**src/rtl/time_bcd_formatter.sv**
```systemverilog
`default_nettype none
// +----------------------------------------------------------------------------+
// | Module   : time_bcd_formatter                                               |
// | Purpose  : Converts binary hh:mm:ss into six BCD digits for the HEX0..HEX5 |
// |            seven-segment decoders. The engine is a multi-cycle double      |
// |            dabble. A blink mask flashes the field being edited.            |
// | Ports    : CLOCK_50, reset (async, active high)                            |
// |            load, sec_in[5:0], min_in[5:0], hr_in[4:0]  - conversion request|
// |            blank_sel[1:0], blink_tick                  - blink control     |
// |            busy, done, range_err                       - status            |
// |            sec/min/hr _ones/_tens[3:0]                 - committed digits  |
// |            blank_mask[5:0] (bit0 = sec_ones .. bit5 = hr_tens)             |
// | Revision : 1.0 - initial release                                           |
// +----------------------------------------------------------------------------+
module time_bcd_formatter #(
  parameter int BLINK_DIV = 1
) (
  input  logic       CLOCK_50,
  input  logic       reset,
  input  logic       load,
  input  logic [5:0] sec_in,
  input  logic [5:0] min_in,
  input  logic [4:0] hr_in,
  input  logic [1:0] blank_sel,
  input  logic       blink_tick,
  output logic       busy,
  output logic       done,
  output logic       range_err,
  output logic [3:0] sec_ones,
  output logic [3:0] sec_tens,
  output logic [3:0] min_ones,
  output logic [3:0] min_tens,
  output logic [3:0] hr_ones,
  output logic [3:0] hr_tens,
  output logic [5:0] blank_mask
);

  typedef enum logic [1:0] {
    ST_IDLE   = 2'd0,
    ST_SHIFT  = 2'd1,
    ST_COMMIT = 2'd2
  } state_t;

  localparam logic [3:0] BLINK_DIV_C = 4'(BLINK_DIV);
  localparam logic [2:0] LAST_ITER   = 3'd5;

  // Conversion engine state
  state_t      state_q;
  logic [2:0]  iter_q;
  logic        pending_q;
  logic        busy_q;
  logic        done_q;
  logic        range_err_q;
  logic        range_cap_q;
  logic [5:0]  sec_bin_q, min_bin_q, hr_bin_q;
  logic [7:0]  sec_bcd_q, min_bcd_q, hr_bcd_q;
  logic [23:0] digits_q;

  logic [13:0] sec_step_d, min_step_d, hr_step_d;
  logic        capture_d;

  // Blink state
  logic [1:0]  sel_q;
  logic [3:0]  blink_cnt_q;
  logic [3:0]  blink_cnt_inc_d;
  logic        blink_phase_q;
  logic [5:0]  mask_q;
  logic [5:0]  field_mask_d;

  // One double-dabble iteration: correct every BCD nibble that would overflow
  // past 9 when doubled, then shift the {bcd, binary} pair left by one.
  function automatic logic [13:0] dabble_step(input logic [7:0] bcd,
                                              input logic [5:0] bin);
    logic [7:0]  adj;
    logic [13:0] pair;
    adj = bcd;
    if (adj[3:0] >= 4'd5) adj[3:0] = adj[3:0] + 4'd3;
    if (adj[7:4] >= 4'd5) adj[7:4] = adj[7:4] + 4'd3;
    pair = {adj, bin};
    return pair << 1;
  endfunction

  always_comb begin
    sec_step_d = dabble_step(sec_bcd_q, sec_bin_q);
    min_step_d = dabble_step(min_bcd_q, min_bin_q);
    hr_step_d  = dabble_step(hr_bcd_q,  hr_bin_q);
  end

  // A fresh sample is taken either on a request in IDLE, or at the commit edge
  // when a request arrived during the conversion (or arrives right now).
  always_comb begin
    capture_d = ((state_q == ST_IDLE) && load) ||
                ((state_q == ST_COMMIT) && (pending_q || load));
  end

  always_ff @(posedge CLOCK_50 or posedge reset) begin
    if (reset) begin
      state_q     <= ST_IDLE;
      iter_q      <= 3'd0;
      pending_q   <= 1'b0;
      busy_q      <= 1'b0;
      done_q      <= 1'b0;
      range_err_q <= 1'b0;
      range_cap_q <= 1'b0;
      sec_bin_q   <= 6'd0;
      min_bin_q   <= 6'd0;
      hr_bin_q    <= 6'd0;
      sec_bcd_q   <= 8'd0;
      min_bcd_q   <= 8'd0;
      hr_bcd_q    <= 8'd0;
      digits_q    <= 24'd0;
    end else begin
      done_q <= 1'b0;
      case (state_q)
        ST_IDLE: ;
        ST_SHIFT: begin
          {sec_bcd_q, sec_bin_q} <= sec_step_d;
          {min_bcd_q, min_bin_q} <= min_step_d;
          {hr_bcd_q,  hr_bin_q}  <= hr_step_d;
          iter_q <= iter_q + 3'd1;
          if (load) pending_q <= 1'b1;
          if (iter_q == LAST_ITER) state_q <= ST_COMMIT;
        end
        ST_COMMIT: begin
          digits_q    <= {hr_bcd_q, min_bcd_q, sec_bcd_q};
          done_q      <= 1'b1;
          range_err_q <= range_cap_q;
          pending_q   <= 1'b0;
          if (!capture_d) begin
            busy_q  <= 1'b0;
            state_q <= ST_IDLE;
          end
        end
        default: state_q <= ST_IDLE;
      endcase

      // Capture overrides the per-state updates above (restart from COMMIT).
      if (capture_d) begin
        sec_bin_q   <= sec_in;
        min_bin_q   <= min_in;
        hr_bin_q    <= {1'b0, hr_in};
        sec_bcd_q   <= 8'd0;
        min_bcd_q   <= 8'd0;
        hr_bcd_q    <= 8'd0;
        iter_q      <= 3'd0;
        busy_q      <= 1'b1;
        state_q     <= ST_SHIFT;
        range_cap_q <= (sec_in > 6'd59) || (min_in > 6'd59) || (hr_in > 5'd23);
      end
    end
  end

  // Blink divider and mask
  always_comb begin
    blink_cnt_inc_d = blink_cnt_q + 4'd1;
    case (sel_q)
      2'b01:   field_mask_d = 6'b000011;
      2'b10:   field_mask_d = 6'b001100;
      2'b11:   field_mask_d = 6'b110000;
      default: field_mask_d = 6'b000000;
    endcase
  end

  always_ff @(posedge CLOCK_50 or posedge reset) begin
    if (reset) begin
      sel_q         <= 2'b00;
      blink_cnt_q   <= 4'd0;
      blink_phase_q <= 1'b0;
      mask_q        <= 6'd0;
    end else begin
      sel_q  <= blank_sel;
      mask_q <= blink_phase_q ? field_mask_d : 6'd0;
      // Switching fields restarts the blink cycle in the visible phase.
      if (blank_sel != sel_q) begin
        blink_phase_q <= 1'b0;
        blink_cnt_q   <= 4'd0;
      end else if (blink_tick) begin
        if (blink_cnt_inc_d == BLINK_DIV_C) begin
          blink_phase_q <= ~blink_phase_q;
          blink_cnt_q   <= 4'd0;
        end else begin
          blink_cnt_q <= blink_cnt_inc_d;
        end
      end
    end
  end

  assign busy       = busy_q;
  assign done       = done_q;
  assign range_err  = range_err_q;
  assign {hr_tens, hr_ones, min_tens, min_ones, sec_tens, sec_ones} = digits_q;
  assign blank_mask = mask_q;

endmodule
`default_nettype wire

```
**config.mk**
```make
export PLATFORM = sky130hd
export DESIGN_NAME = time_bcd_formatter
export DESIGN_NICKNAME = d
export VERILOG_FILES = /design/src/rtl/time_bcd_formatter.sv
export SDC_FILE = /design/constraint.sdc
export NUM_CORES = 1
export LEC_CHECK = 0
export ABC_AREA = 1
export BUFFER_PORTS_ARGS = -buffer_cell sky130_fd_sc_hd__buf_2
export CAP_MARGIN = 20
export CELL_PAD_IN_SITES_DETAIL_PLACEMENT = 0
export CELL_PAD_IN_SITES_GLOBAL_PLACEMENT = 1
export CORE_ASPECT_RATIO = 1.25
export CORE_MARGIN = 2
export CORE_UTILIZATION = 39
export DETAILED_ROUTE_END_ITERATION = 16
export HOLD_SLACK_MARGIN = 0.12
export PLACE_DENSITY = 0.81
export SETUP_SLACK_MARGIN = 0.05
export SLEW_MARGIN = 30
export SYNTH_ARGS = -nofsm -noshare
export SYNTH_HDL_FRONTEND = slang
export SYNTH_SLANG_ARGS = --single-unit
```
**constraint.sdc**
```tcl
create_clock -name CLOCK_50 -period 3 [get_ports CLOCK_50]
set_input_delay 0.6 -clock CLOCK_50 [delete_from_list [all_inputs] [get_ports CLOCK_50]]
set_output_delay 0.6 -clock CLOCK_50 [all_outputs]
set_load 0.01 [all_outputs]
```
* After elaboration in Yosys (flattened, before gate mapping) *
Cells that the tools add are included.

operators by class
  equal/unequal tests = 11
  reduce and logical (&&, ||, !) cells = 15
  magnitude comparators = 9
  $add $sub $neg = 8
  mux-type cells = 36
  bitwise logic cells = 1

operators with widths
  kind                   count
  $mux W8                6
  $mux W6                7
  $ge A4 B3 Y1 const B   6
  $mux W4                6
  $pmux W6 S3            1
  $mux W3                5
  $add A4 B2 Y4 const B  3
  $gt A6 B6 Y1 const B   2
  $reduce_bool A2 Y1     5
  $add A3 B2 Y3 const B  3
  $mux W1                7
  $eq A2 B2 Y1 const B   3
  $reduce_and A2 Y1      3
  $gt A5 B5 Y1 const B   1
  $add A4 B1 Y4 const B  1
  $eq A2 B1 Y1 const B   2
  $eq A4 B1 Y1 const B   1
  $logic_or A1 B1 Y1     4
  $mux W2                2
  $ne A2 B2 Y1 const B   2
  $pmux W2 S2            1
  $add A3 B1 Y3 const B  1
  $eq A3 B3 Y1 const B   1
  $ne A3 B3 Y1 const B   1
  other kinds (5)        6

storage, ports and cells
  logic and storage cells = 98
  bits in registers = 89
  input bits = 23

* Depth between registers and ports, before layout *
  depth in word-level cells = 5
  mapped depth = 10
  depth with buffers taken out = 10

* Worst setup path after synthesis *
OpenSTA, ideal clock, no wires.

  kind = input to register
  start point = input load
  end point = register min_bcd_q[0]
  data arrival time = 1.346 ns
  buffers on the path = 1
  stages = 7
  data required time = 2.926 ns
  setup time = 0.074 ns
  slack = 1.580 ns
  path through = or2_1 -> nand2_2 -> nand2_4 -> inv_2 -> nand2_4 -> buf_12 -> o21ai_2

between the ends
  cells in the longest elaborated chain, start to end = 4
  elaborated cells on any way between the ends = 6
  classes of those cells = mux (1); reduce/logical (5)

RTL lines
  element                                               line  RTL
  start, declared                                       20    input logic load,
  $logic_or A1 B1 Y1                                    93    ((state_q == ST_COMMIT) && (pending_q || load));
  $logic_and A1 B1 Y1                                   93
  $logic_or A1 B1 Y1 *                                  92    capture_d = ((state_q == ST_IDLE) && load) ||
  $mux W8 / $reduce_bool A2 Y1 (equally long branches)  -
  end signal, assigned                                  118   {min_bcd_q, min_bin_q} <= min_step_d;
  end, declared                                         56    logic [7:0] sec_bcd_q, min_bcd_q, hr_bcd_q;

Mark *: on every way between the ends. The rest lies on a longest branch, timed or not.
A chain may end at the register's enable or synchronous reset.

* Worst setup path in the final report *
  start point = register state_q[0]
  end point = register hr_bcd_q[5]

between the ends
  cells in the longest elaborated chain, start to end = 4
  elaborated cells on any way between the ends = 8
  classes of those cells = eq/ne (2); mux (1); reduce/logical (5)

RTL lines
  element                                                  line    RTL
  start, declared                                          48      state_t state_q;
  start signal, assigned                                   98      state_q <= ST_IDLE;
  start signal, assigned                                   122     if (iter_q == LAST_ITER) state_q <= ST_COMMIT;
  start signal, assigned                                   131     state_q <= ST_IDLE;
  $eq A2 B2 Y1 / $logic_not A2 Y1 (equally long branches)  93, 92
  $logic_and A1 B1 Y1, on equally long branches            93, 92
  $logic_or A1 B1 Y1                                       92
  $mux W8 / $reduce_bool A2 Y1 (equally long branches)     -
  end signal, assigned                                     119     {hr_bcd_q, hr_bin_q} <= hr_step_d;
  end, declared                                            56

Several ways; a longest one is shown, not always the timed one.

==> impl_metrics.json <==
{
  "status": "finished clean",
  "cts_max_level": 3,
  "start_kind": "flip-flop",
  "worstSkewPairLatency_ns": 0.34,
  "globalplace.congestion": 0.767,
  "final_cell_mix": "nand2_1 (132), dfrtp_1 (86), buf_2 (55)",
  "power.density_nw_per_um2": 1020,
  "ir_worst_vdd_mv": 0.350,
  "fin_util": 0.460,
  "first_global_vias": 2871,
  "p_leak_nw": 2.36,
  "cts.path.max_buffers": 2,
  "initial_core_util": 0.400,
  "grt-ovfl-total": 0,
  "drtIter0Drc": 194,
  "p_switching_mw": 1.84,
  "cts_resized": 0,
  "syn-num-nets": 483,
  "drc": 0,
  "seq_area_sq_um": 2150,
  "grt_usage": 0.146,
  "cts.clk_slew.worst_paths_ns": 0.06,
  "core_sq_um": 10100,
  "hold_ws_ns": 0.165,
  "worstMarginPinSlew_ns": 0.468,
  "setup_viol": 0,
  "netSwitchingFraction": 0.389,
  "finalCriticalPeriod_ns": 1.72,
  "holdCritPathClass": "input pin to async pin",
  "fill_cells": 1026,
  "antenna_found_initial": 0,
  "grt_pass1_wl_um": 13000,
  "post_dp_cell_area_sq_um": 4350,
  "final_common_cell": "nand2_1",
  "routed_wl_um": 7450,
  "synth-seq-area-share": 0.534,
  "rsz0062_at_grt": "false",
  "drtPass1Iterations": 4,
  "diodes": 0,
  "fin_cells": 628,
  "design_area_sq_um": 4630,
  "syn_inst": 444,
  "hold_viol_final": 0,
  "drive_above_1_share": 0.184,
  "die_area_sq_um": 11200,
  "cts_setup_buffers": 0,
  "drv_cap": 0,
  "cts_tree": "built",
  "wl_per_cell_um": 11.9,
  "slew_viol_final": 0,
  "vias": 2968,
  "timing.final.ws_setup_ns": 1.28,
  "max_freq_mhz": 581,
  "grt_max_degree": 76,
  "antenna_left": 0,
  "power.total_mw": 4.74,
  "worstPathRequired_ns": 3.26,
  "area_growth_pct": 14.9,
  "die_x_um": 94.9,
  "clock-sinks": 86,
  "multi_input_area_sq_um": 1560,
  "cts_made_buffers": 9,
  "crit_path_end_kind": "flip-flop",
  "cp_max_fo": 31,
  "yosys.cell_types.count": 32,
  "cts_hold_buf": 0,
  "ys_warn_count": 0,
  "placed_cells": 613,
  "fin_crit_sh": 0.573,
  "io_buffer_count": 55,
  "ff2ff_setup_slack_ns": 1.28,
  "dieHeight_um": 118,
  "critPathKind": "flip-flop to flip-flop",
  "fin_skew_ns": 0.00624,
  "power_frac_comb": 0.388,
  "synthesis.area_sq_um": 4030,
  "p_int_mw": 2.89,
  "fin_setup_tns_ns": 0,
  "vias_per_cell": 4.73,
  "io-pin-count": 56,
  "clkPwrFrac": 0.216,
  "ys_seq_elements": 86,
  "seq_power_share": 0.396,
  "num_rows": 41,
  "cts-root-buf": "clkbuf_16",
  "slew_headroom": 0.687,
  "final_nets": 534,
  "critical_path_arrival_ns": 1.98,
  "avgSynthCellArea_sq_um": 9.07,
  "dpl_worst_slack_ns": 1.13,
  "post-dp-hpwl_um": 5090
}
-- layout make-up --
class,count,area share
clock buffer,11,0.0546
clock inverter,4,0.00487
inverter,46,0.0387
multi-input combinational,295,0.337
sequential,86,0.465
tap,129,0.0349
timing repair buffer,57,0.0654
-- critical path, cell delays in order (launching register included) --
cell     delay [ns]
dfrtp_1        0.44
nand2_2        0.39
inv_6          0.20
nor2_8         0.41
nand2_1        0.10
o21ai_1        0.09
-- power groups by stage --
stage / Clock, mW / Sequential [mW] / Combinational (mW)
4_1_cts: 1.06 / 1.88 / 1.88
3_3_place_gp: 0 / 1.89 / 1.81
3_5_place_dp: 0 / 1.90 / 1.87
5_1_grt: 1.10 / 1.94 / 2.13
2_1_floorplan: 0 / 1.91 / 1.45
6_report: 1.03 / 1.87 / 1.84
-- synthesized netlist by cell type, drive strengths merged --
master / number / area, sq um
a21oi: 2 / 10.0
a31oi: 1 / 6.26
buf: 15 / 130
clkbuf: 2 / 8.75
dfrtp: 86 / 2150
ha: 16 / 200
inv: 46 / 178
nand2: 136 / 531
nand3: 30 / 150
nand4: 4 / 25.0
nor2: 14 / 71.3
nor3: 3 / 15.0
o211a: 1 / 10.0
o21ai: 70 / 380
o22ai: 2 / 25.0
o31ai: 1 / 7.51
or2: 2 / 12.5
xnor2: 3 / 26.3
xor2: 10 / 87.6
-- cells by family after synthesis --
group                    after synthesis  share of synthesized area
flip-flops                            86                      0.534
adder cells (fa/ha/maj)               16                     0.0497
XOR/XNOR                              13                     0.0283
buffers and inverters                 63                     0.0786
AND/OR/NAND/NOR                      189                      0.200
AO/OA/AOI/OAI                         77                      0.109
-- state kept, by name (all words and copies together), names as in the netlist --
| register | cells |
|---|---|
| blank_mask | 3 |
| blink_cnt_q | 4 |
| blink_phase_q | 1 |
| busy | 1 |
| digits_q | 24 |
| done | 1 |
| hr_bcd_q | 8 |
| hr_bin_q | 6 |
| iter_q | 3 |
| min_bcd_q | 8 |
| min_bin_q | 6 |
| pending_q | 1 |
| range_cap_q | 1 |
| range_err | 1 |
| sec_bcd_q | 8 |
| sec_bin_q | 6 |
| sel_q | 2 |
| state_q | 2 |
-- per-layer routing --
layer	GRT usage	vias to the layer above	share of wire
met3	0.0365	13	0.043
met4	0.0543	0	0.018
met5	0	-	0
met1	0.187	1383	0.47
met2	0.238	52	0.47
li1	-	1520	-
-- path summary, 6_finish.rpt --
check,from,to,depth (start not counted)
min in group CLOCK_50,blank_sel[0],sel_q[0]$_DFF_PP0_,1
setup / recovery,state_q[0]$_DFFE_PP0P_,hr_bcd_q[5]$_DFFE_PP0P_,5
hold reg to reg,state_q[1]$_DFFE_PP0P_,state_q[1]$_DFFE_PP0P_,1
max in group asynchronous,reset,blank_mask[1]$_DFF_PP0_,3
setup reg to reg,state_q[0]$_DFFE_PP0P_,hr_bcd_q[5]$_DFFE_PP0P_,5
hold / removal,reset,pending_q$_DFFE_PP0P_,2
No activity file was read; power rests on OpenSTA's default activity.
